## src/rtl/online_mult_seq.sv

```systemverilog
// online_mult_seq: iteration sequencer for the radix-2 on-line multiplier residual datapath.
// Ports:
//   clk, reset_n            clock (rising edge), asynchronous active-low reset
//   start / busy / done     start request (IDLE only), activity flag, one-cycle completion pulse
//   x_digit, y_digit        operand digits {pos,neg}, accepted via in_valid / in_ready
//   sample_for_P            3-bit signed residual sample feeding the digit selection
//   dp_init, dp_step        datapath clear and iteration strobes
//   dp_zero_in              datapath uses zero operand digits (tail iterations)
//   dp_sel_digit            selected digit fed back to the residual update
//   iter                    iterations completed since start
//   p_digit / p_valid       product digit stream, accepted via p_ready
//   err                     sticky illegal-digit flag
// Optional: define ONLINE_DIGIT_CHECK_EN to flag consumed operand digits equal to 11.
module online_mult_seq #(
   parameter int Num_bits      = 4,
   parameter int on_line_delay = 3,
   parameter int CNT_W         = 4
) (
   input  logic             clk,
   input  logic             reset_n,
   input  logic             start,
   output logic             busy,
   output logic             done,
   input  logic [1:0]       x_digit,
   input  logic [1:0]       y_digit,
   input  logic             in_valid,
   output logic             in_ready,
   input  logic [2:0]       sample_for_P,
   output logic             dp_init,
   output logic             dp_step,
   output logic             dp_zero_in,
   output logic [1:0]       dp_sel_digit,
   output logic [CNT_W-1:0] iter,
   output logic [1:0]       p_digit,
   output logic             p_valid,
   input  logic             p_ready,
   output logic             err
);
   typedef enum logic [2:0] {IDLE, INIT, RUN, TAIL, DRAIN} state_t;
   localparam logic [CNT_W-1:0] INIT_END = CNT_W'(on_line_delay);
   localparam logic [CNT_W-1:0] RUN_END  = CNT_W'(Num_bits);
   localparam logic [CNT_W-1:0] TAIL_END = CNT_W'(Num_bits + on_line_delay);
   state_t           state_q, state_d;
   logic [CNT_W-1:0] iter_q, iter_d, iter_inc;
   logic [1:0]       p_digit_q, p_digit_d, sel;
   logic             p_valid_q, p_valid_d, ofree, emit;
   assign ofree    = !p_valid_q || p_ready;
   assign iter_inc = iter_q + 1'b1;
   // s >= 1 -> +1; s in {0,-1} -> 0; s <= -2 -> -1
   assign sel = (!sample_for_P[2] && |sample_for_P[1:0]) ? 2'b10 :
                (sample_for_P[2] && !(&sample_for_P[1:0])) ? 2'b01 : 2'b00;
   always_comb begin
      state_d    = state_q;
      iter_d     = iter_q;
      in_ready   = 1'b0;
      dp_init    = 1'b0;
      dp_step    = 1'b0;
      dp_zero_in = 1'b0;
      done       = 1'b0;
      case (state_q)
         IDLE: if (start) begin
            dp_init = 1'b1;
            iter_d  = '0;
            state_d = INIT;
         end
         INIT: begin
            in_ready = 1'b1;
            dp_step  = in_valid;
            if (in_valid && iter_inc == INIT_END) state_d = RUN;
         end
         RUN: begin
            in_ready = ofree;
            dp_step  = in_valid && ofree;
            if (dp_step && iter_inc == RUN_END) state_d = TAIL;
         end
         TAIL: begin
            dp_zero_in = 1'b1;
            dp_step    = ofree;
            if (ofree && iter_inc == TAIL_END) state_d = DRAIN;
         end
         DRAIN: if (ofree) begin
            done    = 1'b1;
            state_d = IDLE;
         end
         default: state_d = IDLE;
      endcase
      if (dp_step) iter_d = iter_inc;
      // Only output-producing iterations load the product register
      emit         = dp_step && (state_q == RUN || state_q == TAIL);
      dp_sel_digit = emit ? sel : 2'b00;
      p_digit_d    = emit ? sel : p_digit_q;
      p_valid_d    = emit || (p_valid_q && !p_ready);
   end
   always_ff @(posedge clk or negedge reset_n) begin
      if (!reset_n) begin
         state_q   <= IDLE;
         iter_q    <= '0;
         p_digit_q <= 2'b00;
         p_valid_q <= 1'b0;
      end else begin
         state_q   <= state_d;
         iter_q    <= iter_d;
         p_digit_q <= p_digit_d;
         p_valid_q <= p_valid_d;
      end
   end
   assign busy    = state_q != IDLE;
   assign iter    = iter_q;
   assign p_digit = p_digit_q;
   assign p_valid = p_valid_q;
`ifdef ONLINE_DIGIT_CHECK_EN
   logic err_q, err_d;
   // Only digits actually consumed are checked; a fresh start clears the flag
   assign err_d = dp_init ? 1'b0 :
                  (dp_step && in_ready && (&x_digit || &y_digit)) ? 1'b1 : err_q;
   always_ff @(posedge clk or negedge reset_n) begin
      if (!reset_n) err_q <= 1'b0;
      else          err_q <= err_d;
   end
   assign err = err_q;
`else
   logic unused_digits;
   assign unused_digits = ^{x_digit, y_digit};
   assign err = 1'b0;
`endif
endmodule
```

## config.mk

```make
export PLATFORM = sky130hd
export DESIGN_NAME = online_mult_seq
export DESIGN_NICKNAME = d
export VERILOG_FILES = /design/src/rtl/online_mult_seq.sv
export SDC_FILE = /design/constraint.sdc
export NUM_CORES = 1
export LEC_CHECK = 0
export BUFFER_PORTS_ARGS = -buffer_cell sky130_fd_sc_hd__buf_4
export CORE_MARGIN = 8
export CORE_UTILIZATION = 35
export DETAILED_ROUTE_END_ITERATION = 12
export PLACE_DENSITY = 0.7
export SYNTH_ARGS = -nofsm -noshare
export SYNTH_HDL_FRONTEND = slang
export SYNTH_SLANG_ARGS = --single-unit
```

## constraint.sdc

```tcl
create_clock -name clk -period 1.7 [get_ports clk]
set_clock_uncertainty 0.2 [all_clocks]
set_input_delay 0.085 -clock clk [delete_from_list [all_inputs] [get_ports clk]]
set_output_delay 0.085 -clock clk [all_outputs]
set_load 0.02 [all_outputs]
```

==> flow_summary.json, run 1 <==
{
  "tightest_slew_ps": 551.7,
  "synthTopCellsByArea": "dfrtp_1 (36%), ha_1 (5.4%), nand3_1 (4.3%)",
  "cts_tree": "done",
  "hpwl_mm": 1.420,
  "crit_path_end_kind": "flip-flop",
  "async_reset_ff_share_pct": 100.0,
  "gp_congestion": 0.8509,
  "seqPwrFrac_pct": 23.0,
  "p_int_mw": 1.255,
  "die_h_um": 60.62,
  "cts.sinks": 10,
  "htreeDepth": 1,
  "grt_pass1_wl_mm": 3.001,
  "synth_edf_count": 0,
  "drt-initial-drc-count": 6,
  "crit_type": "flip-flop to flip-flop",
  "ys_warn_count": 0,
  "grt_max_degree": 11,
  "wl_met1_um": 866,
  "std_cell_rows": 16,
  "top_layer": "met4",
  "nets": 133,
  "avgRoutedWirePerCell_um": 13.92,
  "clockRootBuffer": "clkbuf_4",
  "drc": 0,
  "pre_cts_ws_ps": -49.82,
  "drtAntennaViolNets": 0,
  "placed_cell_area_um2": 937.1,
  "synth-main-ff-cell": "dfrtp_1",
  "ys_seq_area_share_pct": 35.91,
  "dr.pass1.iters": 4,
  "cp.required_ps": 1650,
  "power_mw": 2.278,
  "setup_viol": 2,
  "outcome": "finished, violations left",
  "synth_cells": 79,
  "cts_buffers": 3,
  "swShare_pct": 44.92,
  "final.period_utilization_pct": 104.1,
  "grt_pass1_vias": 736,
  "combPwrFrac_pct": 69.2,
  "die_area_um2": 3675,
  "die_width_um": 60.62,
  "syn-mean-instance-area_um2": 8.822,
  "slew_headroom_pct": 63.10,
  "pin_count": 28,
  "wl_met3_um": 68,
  "layout_common_cells": "buf_4 (29), buf_6 (8), dfrtp_1 (7)",
  "mostFrequentLayoutCell": "buf_4",
  "rsz0062_at_grt": "true",
  "synth_top_area_share_pct": 35.91,
  "hp-class": "primary input to flip-flop",
  "slew_viol_final": 0,
  "power_switching_mw": 1.023,
  "yosysUniqueCellTypes": 36,
  "vias": 721,
  "core-area_um2": 1922,
  "finalInstanceArea_um2": 1150,
  "totalWireLength_mm": 2.004,
  "hold_viol_final": 0,
  "layout-drive-gt1-share_pct": 52.99,
  "clock_power_share_pct": 7.8,
  "max_freq_ghz": 0.5653,
  "wl_met2_mm": 1.026,
  "numPortBuffers": 22,
  "power_density_nw_per_um2": 1981,
  "period_minus_slack_ps": 1769,
  "clkSlewWorstSetupHoldPaths_ps": 70,
  "cp-start-kind": "flip-flop",
  "synthesis.nets": 94,
  "ir_drop_v": 0.001139,
  "p_leak_nw": 0.5421,
  "critPathMaxFanout": 6,
  "failed_checks": "negative setup slack",
  "maxCapViolations": 0,
  "arrival_ps": 1720,
  "holdWs_ps": 28.85,
  "grtUsageTotal_pct": 10.98,
  "start_util_pct": 36.26,
  "synth_seq_cells": 10,
  "syn_to_final_growth_pct": 64.99,
  "yosys.area.top_type": "dfrtp_1",
  "worst_slack_ps": -69.03,
  "worst_skew_pair.late_latency_ps": 270,
  "netlist_area_um2": 696.9,
  "n_antenna_cell": 0,
  "avgViaCountPerCell": 5.007,
  "clk_path_buf_depth": 2,
  "overflow": 0,
  "antenna_found_initial": 0
}
## per-layer routing
metal / vias to the layer above / global-route usage (%)
met5: - / 0
met4: 0 / 7.641
met3: 4 / 3.178
met2: 15 / 18.70
met1: 344 / 11.31
li1: 358 / -
## kinds of logic after synthesis
family,Yosys count,synth area share (%)
and+or+nand+nor,36,29.27
xor gates and xnor gates,2,2.514
DFF,10,35.91
AOI/OAI and AO/OA,18,17.77
other,1,0.5381
adders and majority gates,3,5.387
muxes,1,1.436
buffers and inverters,8,7.180
## stage by stage
| step | utilization (%) | std cells | setup TNS [ps] |
|---|---|---|---|
| after CTS | 55.79 | 142 | -104.3 |
| final | 59.83 | 144 | -113.7 |
| after floorplan | - | 79 | -52.31 |
| after global placement | 48.76 | 130 | -6.300 |
| after global routing | 59.83 | 144 | -448.4 |
| after detailed placement | 48.76 | 130 | -49.82 |
## final timing paths
check	from	end	slack (ps)	cells after the start
min	p_ready	state_q[2]	30	3
max	state_q[0]	state_q[0]	-70	4
min reg2reg	p_digit[0]	p_digit[0]	290	1
max reg2reg	state_q[0]	state_q[0]	-70	4
min in group asynchronous	reset_n	state_q[0]	670	3
max in group asynchronous	reset_n	iter[1]	230	3
## critical path: stages (launching register included)
cell and delay, ps:
dfrtp_1 440, or3b_1 410, a31oi_1 160, a21oi_1 80
or3b_1 350
## final cells by class
cell class	count	area [um2]
fill	183	772.0
multi-input combinational	61	496.7
timing repair buffer	39	327.8
sequential	10	254.0
tap	27	33.78
clock buffer	4	26.28
inverter	3	11.26
## registers in the layout (all words and copies together), names as in the netlist
signal   flops
state_q      3
iter         4
p_valid      1
p_digit      2
## Yosys cell counts, types with 2 or more instances
cell	n
nand2_1	4
ha_1	3
o21ai_0	2
dfrtp_1	10
nor2b_1	2
buf_6	2
a31oi_1	2
inv_1	3
a21o_1	2
and3_1	3
nor2_1	7
a21oi_1	5
nand2b_1	3
nand3_1	6
or3b_1	2
o2111ai_1	2
and2_1	2
## what timing repair did
item / in CTS / in global routing
pin swaps: 7 / 8
buffers inserted: 6 / 3
endpoints found under the hold margin: 10 / 0
resized for setup: 11 / 18
hold buffers: 2 / 0
setup endpoints to repair: 5 / 12
## power by group through the flow
stage	Sequential (mW)	Combinational (mW)	Clock, mW
2_1_floorplan	0.552	0.728	0
3_3_place_gp	0.508	1.20	0
3_5_place_dp	0.514	1.23	0
4_1_cts	0.513	1.43	0.183
5_1_grt	0.541	1.71	0.199
6_report	0.524	1.58	0.177
Power figures use the tool's default switching activity.
==> run 2, diff against run 1 <==
--- a/config.mk
+++ b/config.mk
@@ -6,7 +6,7 @@
 export NUM_CORES = 1
 export LEC_CHECK = 0
 export BUFFER_PORTS_ARGS = -buffer_cell sky130_fd_sc_hd__buf_4
-export CORE_MARGIN = 8
+export CORE_MARGIN = 2
 export CORE_UTILIZATION = 35
 export DETAILED_ROUTE_END_ITERATION = 12
 export PLACE_DENSITY = 0.7
==> run 2 against run 1 <==
The run still ends with negative setup slack left. First-iteration DRC count is 17% higher. Non-clock buffer count is 5 higher. Critical path depth stayed put. Count of clock-buffer cells in the layout stayed put. Combinational power hardly changed. Cell count is 3.5% higher. Total power is 2.7% higher. Largest power group unchanged. Highest routed layer unchanged.
==> flow_summary.json, run 2 (synthesized netlist as in run 1, its figures left out) <==
{
  "nets": 138,
  "holdWs_ps": 17.55,
  "start_util_pct": 36.26,
  "mostFrequentLayoutCell": "buf_4",
  "grt_pass1_vias": 694,
  "crit_path_top_delay_cell": "dfrtp_2",
  "n_antenna_cell": 0,
  "worst_skew_pair.late_latency_ps": 260,
  "antenna_found_initial": 0,
  "std_cell_rows": 16,
  "drt-initial-drc-count": 7,
  "power_density_nw_per_um2": 1961,
  "drtAntennaViolNets": 0,
  "critPathMaxFanout": 4,
  "failed_checks": "negative setup slack",
  "grt_pass1_wl_mm": 3.056,
  "slew_viol_final": 0,
  "die_area_um2": 2364,
  "cts_buffers": 3,
  "grt_max_degree": 11,
  "vias": 732,
  "die_width_um": 48.62,
  "clk_path_buf_depth": 2,
  "crit_path_end_kind": "output port",
  "syn_to_final_growth_pct": 71.09,
  "final_cells": 149,
  "htreeDepth": 1,
  "critPathTopFamily": "simple AND/OR/NAND/NOR gates",
  "clock_power_share_pct": 9.1,
  "combPwrFrac_pct": 68.5,
  "numPortBuffers": 22,
  "cts_tree": "done",
  "maxCapViolations": 0,
  "layout-drive-gt1-share_pct": 53.28,
  "ir_drop_v": 0.0009402,
  "cts.sinks": 10,
  "multi_input_area_um2": 488.0,
  "layout_common_cells": "buf_4 (33), buf_6 (8), dfrtp_1 (6)",
  "core-area_um2": 1922,
  "cp-start-kind": "flip-flop",
  "crit_chain": "and2b_2, nand3_4, nor3_4, buf_6",
  "fillers": 172,
  "largest_register_ffs": 4,
  "worstRegToRegCells": 6,
  "avgViaCountPerCell": 4.913,
  "crit_type": "flip-flop to output port",
  "gp_congestion": 0.8120,
  "holdPathStages": 4,
  "dpl.cell_count": 129,
  "power_switching_mw": 1.012,
  "avgRoutedWirePerCell_um": 12.79,
  "hp-class": "primary input to flip-flop",
  "seqPwrFrac_pct": 22.4,
  "drc": 0,
  "p_int_mw": 1.326,
  "period_minus_slack_ps": 1741,
  "die_h_um": 48.62,
  "outcome": "finished, violations left",
  "totalWireLength_mm": 1.906,
  "dr.pass1.iters": 3,
  "pre_cts_ws_ps": -22.43,
  "setup_viol": 3,
  "fin_util_pct": 62.04,
  "hold_viol_final": 0,
  "final-seq-area_um2": 255.2,
  "overflow": 0,
  "pin_count": 28,
  "cp.required_ps": 1410,
  "final.period_utilization_pct": 102.4,
  "p_leak_nw": 0.5686,
  "clkSlewWorstSetupHoldPaths_ps": 70,
  "clockRootBuffer": "clkbuf_4",
  "swShare_pct": 43.29,
  "arrival_ps": 1460,
  "path_buf_inv": 1,
  "cp.depth": 4,
  "rsz0062_at_grt": "true",
  "hpwl_mm": 1.243,
  "max_freq_ghz": 0.5743,
  "grtUsageTotal_pct": 17.18,
  "max_stage_delay_ps": 430,
  "worst_slack_ps": -41.37
}
[run 2: layout make-up]
type	count	share of cell area, %
Sequential cell	10	21.41
Timing Repair Buffer	44	30.85
Tap cell	27	2.833
Inverter	3	0.9444
Clock buffer	4	3.043
Multi-Input combinational cell	61	40.92
[run 2: worst paths after layout]
| check | from | end | slack [ps] |
|---|---|---|---|
| max | state_q[2] | dp_sel_digit[1] | -40 |
| max in group asynchronous | reset_n | iter[1] | 300 |
| min | start | state_q[0] | 20 |
| max reg2reg | iter[1] | state_q[2] | -30 |
| min in group asynchronous | reset_n | p_valid | 650 |
| min reg2reg | p_digit[1] | p_digit[1] | 280 |
[run 2: repair_timing]
| item | in CTS | in global routing |
|---|---|---|
| cloned | 0 | 0 |
| endpoints found under the setup margin | 5 | 9 |
| hold buffers | 3 | 0 |
| hold endpoints to repair | 11 | 0 |
| buffers inserted | 8 | 5 |
| pin swaps | 5 | 6 |
| gates resized for setup | 11 | 16 |
[run 2: worst register-to-register path: stages (launching register included)]
cell and delay (ps):
dfrtp_2 470, buf_4 160, and3_1 170, o2111ai_1 180
nand3_1 110, buf_4 150, a32o_1 190
[run 2: metrics by stage]
stage               total power, mW  setup TNS (ps)  instance area [um2]
floorplan                     1.280          -52.31                724.4
global placement              1.685          -11.41                929.6
detailed placement            1.717          -22.43                929.6
CTS                           2.156          -84.31                 1095
global route                  2.506          -367.3                 1192
finish                        2.338          -84.08                 1192
[run 2: per-layer routing]
metal | up-vias | track usage (%) | part of all wire [%]
li1 | 368 | - | -
met5 | - | 0 | 0
met2 | 16 | 29.91 | 54
met1 | 346 | 19.15 | 41
met4 | 0 | 7.143 | 0.89
met3 | 2 | 5.556 | 4.0
[run 2: power groups by stage]
stage | Clock [mW] | Combinational (mW) | Sequential, mW
after floorplan | 0 | 0.728 | 0.552
after global placement | 0 | 1.18 | 0.510
after detailed placement | 0 | 1.20 | 0.514
after CTS | 0.226 | 1.42 | 0.506
after global routing | 0.236 | 1.72 | 0.547
final | 0.214 | 1.60 | 0.523
